**src/rtl/demux_channel_collector.sv**
```systemverilog
// demux_channel_collector: four-channel deserializer behind a 1:4 demux.
// Each channel shifts its routed bit LSB-first into a private shift register.
// A completed word parks in a one-deep per-channel hold buffer. A round-robin
// arbiter then moves held words into a single registered valid/ready port.

// Per-channel lane: shift register, bit counter, hold buffer, sticky overflow.
module demux_chan_lane #(
  parameter int WIDTH = 8
) (
  input  logic             clk,
  input  logic             rst,
  input  logic             sample,     // this lane is selected and in_valid is high
  input  logic             bit_in,     // Y[S], meaningful only when sample is high
  input  logic             take,       // arbiter moves hold to the output register this edge
  input  logic             clr_ovf,
  output logic [WIDTH-1:0] hold,
  output logic             hold_full,
  output logic             overflow
);
  localparam int CW = (WIDTH > 1) ? $clog2(WIDTH) : 1;

  logic [CW-1:0]    cnt;
  logic [WIDTH-1:0] sr;
  logic [WIDTH-1:0] word;
  logic             complete;
  logic             drop;

  assign word     = {bit_in, sr[WIDTH-1:1]};
  assign complete = sample && (cnt == CW'(WIDTH - 1));
  // The hold slot can take a new word when it is empty, or when it drains on the same edge.
  assign drop     = complete && hold_full && !take;

  // Shift the sampled bit in from the top and count bits toward a full word.
  always_ff @(posedge clk or posedge rst) begin
    if (rst) begin
      sr  <= '0;
      cnt <= '0;
    end else if (sample) begin
      sr  <= word;
      cnt <= complete ? '0 : cnt + CW'(1);
    end
  end

  // Load completed words into hold; release the slot when the arbiter takes it.
  always_ff @(posedge clk or posedge rst) begin
    if (rst) begin
      hold      <= '0;
      hold_full <= 1'b0;
    end else if (complete && (!hold_full || take)) begin
      hold      <= word;
      hold_full <= 1'b1;
    end else if (take) begin
      hold_full <= 1'b0;
    end
  end

  // Sticky drop flag: a new drop on this edge beats a clear.
  always_ff @(posedge clk or posedge rst) begin
    if (rst)          overflow <= 1'b0;
    else if (drop)    overflow <= 1'b1;
    else if (clr_ovf) overflow <= 1'b0;
  end
endmodule

module demux_channel_collector #(
  parameter int WIDTH = 8
) (
  input  logic             clk,
  input  logic             rst,
  input  logic             in_valid,
  input  logic [1:0]       S,
  input  logic [3:0]       Y,
  output logic             out_valid,
  input  logic             out_ready,
  output logic [WIDTH-1:0] out_data,
  output logic [1:0]       out_chan,
  output logic [3:0]       overflow,
  input  logic             clr_ovf
);
  localparam int NUM_CH = 4;

  typedef struct packed {
    logic [1:0]       chan;
    logic [WIDTH-1:0] data;
  } out_word_t;

  logic [NUM_CH-1:0]            sample;
  logic [NUM_CH-1:0]            take;
  logic [NUM_CH-1:0]            hold_full;
  logic [NUM_CH-1:0][WIDTH-1:0] hold;
  logic                         bit_in;
  logic [1:0]                   last;
  logic [1:0]                   pick;
  logic                         any_pending;
  logic                         out_free;
  out_word_t                    out_q;

  assign bit_in   = Y[S];
  assign out_free = !out_valid || out_ready;
  assign out_data = out_q.data;
  assign out_chan = out_q.chan;

  for (genvar c = 0; c < NUM_CH; c++) begin : g_lane
    assign sample[c] = in_valid && (S == 2'(c));
    assign take[c]   = out_free && any_pending && (pick == 2'(c));

    demux_chan_lane #(.WIDTH(WIDTH)) u_lane (
      .clk       (clk),
      .rst       (rst),
      .sample    (sample[c]),
      .bit_in    (bit_in),
      .take      (take[c]),
      .clr_ovf   (clr_ovf),
      .hold      (hold[c]),
      .hold_full (hold_full[c]),
      .overflow  (overflow[c])
    );
  end

  // Round-robin pick: the first full hold slot after the last channel served.
  always_comb begin
    logic [1:0] idx;
    idx         = '0;
    pick        = '0;
    any_pending = 1'b0;
    for (int i = 1; i <= NUM_CH; i++) begin
      idx = last + 2'(i);
      if (!any_pending && hold_full[idx]) begin
        pick        = idx;
        any_pending = 1'b1;
      end
    end
  end

  // Output register: refill from the arbiter whenever it is empty or being consumed.
  always_ff @(posedge clk or posedge rst) begin
    if (rst) begin
      out_valid <= 1'b0;
      out_q     <= '0;
      last      <= 2'd3;
    end else if (out_free) begin
      if (any_pending) begin
        out_valid  <= 1'b1;
        out_q.chan <= pick;
        out_q.data <= hold[pick];
        last       <= pick;
      end else begin
        out_valid  <= 1'b0;
      end
    end
  end
endmodule

```
**config.mk**
```make
export PLATFORM = sky130hd
export DESIGN_NAME = demux_channel_collector
export DESIGN_NICKNAME = d
export VERILOG_FILES = /design/src/rtl/demux_channel_collector.sv
export SDC_FILE = /design/constraint.sdc
export NUM_CORES = 1
export LEC_CHECK = 0
export ABC_AREA = 1
export BUFFER_PORTS_ARGS = -buffer_cell sky130_fd_sc_hd__buf_2
export CAP_MARGIN = 20
export CORE_ASPECT_RATIO = 2
export CORE_MARGIN = 4
export CORE_UTILIZATION = 50
export DETAILED_ROUTE_END_ITERATION = 16
export PLACE_DENSITY = 0.75
export SETUP_SLACK_MARGIN = 0.4
export SLEW_MARGIN = 20
export SYNTH_ARGS = -nofsm -noshare
export SYNTH_HDL_FRONTEND = slang
export SYNTH_HIERARCHICAL = 1
export SYNTH_SLANG_ARGS = --single-unit
```
**constraint.sdc**
```tcl
create_clock -name clk -period 2.2 [get_ports clk]
set_clock_uncertainty 0.2 [all_clocks]
set_input_delay 0.22 -clock clk [delete_from_list [all_inputs] [get_ports clk]]
set_output_delay 0.22 -clock clk [all_outputs]
set_load 0.05 [all_outputs]
```
* Word-level counts from Yosys, hierarchy flattened *
Cells that the tools add are included.

storage, ports and cells
  bits in latches = 0
  register bits after elaboration = 97
  bits in read-only memories = 0
  logic and storage cells = 141
  memories = 0
  input port bits = 11
  bits in writable memories = 0
  output and inout port bits = 15

cells by class
  reduce and logical (&&, ||, !) cells = 56
  multiplexer cells = 38
  div/mod/pow operators = 0
  equal/unequal tests = 10
  $add $sub $neg = 7
  bitwise logic cells = 0
  order comparisons = 6
  shifts and indexed selects = 0
  multiply operators = 0

operators with widths
  kind                   number
  $logic_and A1 B1 Y1    28
  $mux W1                23
  $lt A2 B3 Y1 const B   6
  $bmux W8 S2            1
  $reduce_bool A2 Y1     8
  $add A3 B1 Y3 const B  4
  $eq A3 B3 Y1 const B   4
  $logic_not A1 Y1       12
  $mux W3                4
  $bmux W1 S2            5
  $eq A2 B2 Y1 const B   4
  $mux W2                4
  $mux W8                1
  $logic_or A1 B1 Y1     5
  $add A2 B2 Y2 const B  2
  $eq A2 B1 Y1 const B   2
  $logic_not A2 Y1       2
  $add A2 B1 Y2 const B  1
  $reduce_and A2 Y1      1

* Longest topological paths before layout *
  word-level depth = 18
  mapped depth = 19
  mapped depth without buffers = 17

* Hierarchy *
The synthesis kept the hierarchy.

by module, submodules not included
  module                   seq. area each (µm²)  cells each  times used  area an instance (µm²)
  demux_chan_lane          500.5                 86          4           808.3
  demux_channel_collector  327.8                 200         1           1192.4

* Least setup slack after synthesis *
OpenSTA, ideal clock, no wires.

  kind = register to register
  start point = register last[1]
  end point = register g_lane[3].u_lane.hold[7]
  period minus slack after synthesis = 2435 ps
  path buffers = 3
  stages on the path, launching flop included = 20
  data required time = 1935 ps
  library setup time = 65 ps
  path slack = -235 ps
  arrival = 2170 ps
  path through = dfstp_2 clkbuf_2 inv_2 nand2_1 nand2_1 nand2_2 nand2_4 nor2_4 nand3_2 nand2_4 nand2_4 buf_6 inv_2 nand2_1 nor2_1 inv_1 nand2_1 buf_4 nand3_1 nand2_1

on the way
  cells in the longest elaborated chain, start to end = 17
  elaborated cells on any way between the ends = 30
  those cells by class = add/sub: 3; eq/ne: 1; mux: 16; reduce/logical: 10

RTL lines
  item                                                 line  source
  from (decl)                                          92    logic [1:0] last;
  from (signal assigned)                               146   last <= pick;
  $add A2 B1 Y2                                        127   idx = last + 2'(i);
  $bmux W1 S2                                          128   if (!any_pending && hold_full[idx]) begin
  $mux W1 (not written as such)                        128
  $mux W1                                              128
  $logic_not A1 Y1                                     128
  $logic_and A1 B1 Y1                                  128
  $mux W1                                              128
  $logic_not A1 Y1                                     128
  (+2 left out)                                        --
  $logic_not A1 Y1                                     128
  $logic_and A1 B1 Y1                                  128
  $mux W2 or $mux W1 (tied branches)                   128
  $eq A2 B2 Y1 or $logic_and A1 B1 Y1 (tied branches)  105   assign take[c] = out_free && any_pending && (pick == 2'(c));
  $logic_and A1 B1 Y1 (*)                              105
  named net take[3]                                    88    logic [NUM_CH-1:0] take;
  $logic_or A1 B1 Y1 (*)                               49    end else if (complete && (!hold_full || take)) begin
  $logic_and A1 B1 Y1 (*)                              49
  to (signal assigned)                                 50    hold <= word;
  to (decl)                                            16    output logic [WIDTH-1:0] hold,

Mark *: on every way through the listed nets, which the timed path passes. The rest lies on a longest branch. The select of a mux whose other input is x is not followed.
A chain may end at the register's enable or synchronous reset.

* Worst setup path in the final report *
  start point = register last[1]
  end point = register g_lane[1].u_lane.hold[5]

on the way
  cells in the longest elaborated chain, start to end = 17
  elaborated cells on any way between the ends = 30
  those cells by class = add/sub: 3; eq/ne: 1; mux: 16; reduce/logical: 10

RTL lines
  item                                                 line
  $add A2 B1 Y2                                        127
  $bmux W1 S2                                          128
  $mux W1 (not written as such)                        128
  $mux W1                                              128
  $logic_not A1 Y1                                     128
  $logic_and A1 B1 Y1                                  128
  $mux W1                                              128
  $logic_not A1 Y1                                     128
  (+2 left out)                                        --
  $logic_not A1 Y1                                     128
  $logic_and A1 B1 Y1                                  128
  $mux W2 or $mux W1 (tied branches)                   128
  $eq A2 B1 Y1 or $logic_and A1 B1 Y1 (tied branches)  105
  $logic_and A1 B1 Y1 (*)                              105
  named net take[1]                                    88
  $logic_or A1 B1 Y1 (*)                               49
  $logic_and A1 B1 Y1 (*)                              49
  to (signal assigned)                                 50
  to (decl)                                            16

Marks and branches as above.

==> results.md <==
* Status: finished with violations
* Failing checks: negative setup slack
* Crit-path slowest cell: dfstp_2
* Vias at 3695
* Share of the synthesized area in the top cell type at 0.515
* Worst hold path class: input pin to register
* Root Driver: clkbuf_16
* Largest net degree at the start of global routing at 21
* Die width at 74.5 µm
* Hold Vio Cnt, Final at 0
* FILL cells at 668
* DR vias/cell at 5.24
* Clk Latency, worst-skew pair at 0.35 ns
* Remaining Overflow, GRT at 0
* Pleak at 0.00295 µW
* Iteration count of the initial detailed-routing pass at 4
* # DRC at 0
* Post-Syn Area at 0.00443 mm²
* Max-Cap Viols at 0
* CTS Buf Count at 9
* Worst path bufs/invs at 4
* Antenna cells at 0
* CTS tree: yes
* Antenna Nets Post-Route at 0
* Largest family of logic cells by synthesized area: simple AND/OR/NAND/NOR gates
* Die area at 0.0105 mm²
* Worst slew pin tran at 0.788 ns
* H-tree depth at 3
* #FFs+latches synth at 93
* Dpl cells at 680
* Top cell family by delay on the critical path: simple AND/OR/NAND/NOR gates
* Post-DP HPWL at 7290 µm
* Layout net count at 619
* RD Place Congestion at 0.935
* Comb pwr share at 0.433
* VDD IR max at 0.000659 V
* Worst hold path startpoint: S[0]
* Synth Area in Compound Gates at 0.0452
* Synth area leaders: dfrtp_1 51%, nand2_1 20%, nand3_1 7.1%
* Post-Synth XOR/XNOR Area at 0
* Switching Fraction at 0.404
* Post-synthesis mux area share at 0
* Crit path launch type: register
* Worst r2r src: last[1]$_DFFE_PP1P_
* Yosys Warn Count at 6
* Drt wl/cell at 14.9 µm
* Layout cells sized above 1 at 0.327
* Placed cell area at 0.00494 mm²
* Dominant synthesized flop cell: dfrtp_1
* Worst Path Max Fanout at 9
* Pwr/cell area at 1280 mW/mm²
* FMAX at 419 MHz
* Area Overhead vs Synth at 27.9%
* DRT iter0 DRCs at 229
* Clock power frac at 0.231
* Core area at 0.00865 mm²
* Asr flop ratio synth at 1.00
* Netlist cell types at 29
* Starting Density at 0.512
* Final setup vio count at 48
* Most frequent cell on the critical path: nand2_4
* Clk buf depth at 2
* Total wire length at 10500 µm
* Port Buffers at 25
* Initial antenna violation count at 0
* CP endpoint kind: register
* WP data arrival at 2.46 ns
* Number of flops mapped to enable cells by yosys at 0
* Final core utilization at 0.655
* Pins over their slew limit at 0
* Crit Path Class: register to register
* First-pass GRT wire length at 16600 µm
* Minimum clock period at 2.39 ns
* Die H at 141 µm
* # rows at 48
* Final Cell Area at 0.00566 mm²
* I/O pin count at 26
* CP required at 2.27 ns
* GRT Util Overall at 0.204
* Post-Synth Adder-Cell Area at 0.0226
* Final hold slack at 0.0881 ns
* CTS clk-pin slew, worst paths at 0.07 ns
* Post-Syn Instances at 544
* Critical Path Start: last[1]$_DFFE_PP1P_
* Psw at 2930 µW
* TritonCTS Sinks at 93
* Simple-gate share of the synthesized area at 0.339
* Slew headroom at 0.474
* CP peak stage delay at 0.60 ns
* Synth area leader: dfrtp_1
* Number of global-route vias before repair at 3648
* Unrepaired setup endpoints after global routing: true
* Flop pwr share at 0.336
* Final non-filler cell total at 705
* Internal at 4330 µW
* Avg Cell Area, Syn at 8.14 µm²
* Period utilization at 1.08
* Setup ws final at -0.186 ns
* Crit path cell chain: inv_4, nand2_1, nand2_1, nand2_2, nand2_4, nor2_4, nand3_2, nand2_4, nand2_4, inv_6, nand2_4, nor2_4, inv_2, nand2_4, buf_12, nand3_2, nand2_1
* Syn Nets at 563
* Post-synthesis sequential area ratio at 0.526
[synth_stat cells (2+ instances only)]
library cell and instances:
o22ai_1 4, nand2_2 23, dfrtp_1 91, o21ai_1 4, nor3_1 5, o21ai_0 26, nand4_1 2, nand2_4 7
dfstp_2 2, nand2_1 233, buf_4 9, ha_1 8, buf_2 3, nor2_1 4, inv_1 38, nand3_1 63
inv_2 7, clkinv_2 4
[path summary, 6_finish.rpt]
path,endpoint,slack (ns),cells after the start
max,g_lane[1].u_lane/hold[5]$_DFFE_PP0P_,-0.19,17
min,g_lane[2].u_lane/hold_full$_DFFE_PP0P_,0.09,4
max reg2reg,g_lane[1].u_lane/hold[5]$_DFFE_PP0P_,-0.19,17
min reg2reg,out_chan[1]$_DFFE_PP0P_,0.28,2
max in group asynchronous,g_lane[0].u_lane/cnt[1]$_DFFE_PP0P_,0.86,3
min in group asynchronous,out_data[6]$_DFFE_PP0P_,0.31,3
[cell usage in the layout (no fill, tap or decap), types with 3 or more instances in the layout]
cell,instances
ha_1,8
nand3_2,30
buf_4,20
o21ai_1,4
nor2_4,4
clkbuf_16,11
inv_2,11
nand3_4,3
nand2_4,14
o21ai_2,3
buf_12,5
inv_1,31
dlygate4sd3_1,3
buf_6,4
clkinv_2,5
inv_4,3
buf_2,25
nand2_2,45
dfrtp_1,91
nor3_1,4
nand3_1,31
o21ai_0,24
nand2_1,203
[through the flow]
step / power, µW / worst slack, ns / setup TNS (ns)
after floorplan: 4300 / -0.115 / -3.47
after global placement: 4910 / -0.0947 / -1.75
after detailed placement: 5000 / -0.131 / -3.66
after CTS: 6810 / -0.135 / -4.56
after global routing: 7680 / -0.328 / -12.62
final: 7250 / -0.186 / -6.45
[registers in the layout, summed over array words and instances (netlist names)]
name                     count
g_lane.u_lane/hold_full      4
g_lane.u_lane/overflow       4
out_data                     8
g_lane.u_lane/cnt           12
out_valid                    1
last                         2
g_lane.u_lane/hold          32
g_lane.u_lane/sr            28
out_chan                     2
[worst reg2reg max path, stage by stage, from the launching register on]
cell     delay, ns
dfstp_2       0.60
inv_4         0.06
nand2_1       0.06
nand2_1       0.08
nand2_2       0.10
nand2_4       0.08
nor2_4        0.15
nand3_2       0.10
nand2_4       0.09
nand2_4       0.07
inv_6         0.08
nand2_4       0.08
nor2_4        0.12
inv_2         0.05
nand2_4       0.09
buf_12        0.14
nand3_2       0.07
nand2_1       0.10
[repair_timing]
item / in CTS / in global routing
pin swaps: 1 / 17
gates resized for setup: 10 / 67
gates cloned: 0 / 2
hold endpoints to repair: 93 / 0
setup endpoints to repair: 53 / 53
hold buffers: 3 / 0
buffers inserted: 0 / 4
[logic make-up after synthesis]
group | count (synthesis)
flip-flops | 93
AND/OR/NAND/NOR | 341
AO/OA/AOI/OAI | 37
adder cells (fa/ha/maj) | 8
buffers and inverters | 65
[cell type report]
cell class | count | area, µm² | share of cell area
flip-flops and latches | 93 | 2330 | 0.411
well taps | 100 | 125 | 0.0221
inverters | 50 | 205 | 0.0362
repair buffers | 60 | 515 | 0.0910
multi-input cells | 386 | 2160 | 0.382
clock inverters | 5 | 82.6 | 0.0146
clock buffers | 11 | 243 | 0.0429
[routing by layer]
| layer | track usage | up-vias | routed length [µm] |
|---|---|---|---|
| li1 | - | 1829 | - |
| met1 | 0.234 | 1751 | 3960 |
| met2 | 0.351 | 86 | 5770 |
| met3 | 0.0385 | 29 | 362 |
| met4 | 0.103 | 0 | 400 |
| met5 | 0 | - | 0 |
[power by group through the flow]
stage               clock [µW]  sequential (µW)  combinational (µW)
finish                    1670             2440                3140
global route              1780             2490                3420
CTS                       1700             2410                2690
detailed placement           0             2430                2570
global placement             0             2420                2490
floorplan                    0             2600                1700
No activity file was read; power rests on OpenSTA's default activity.
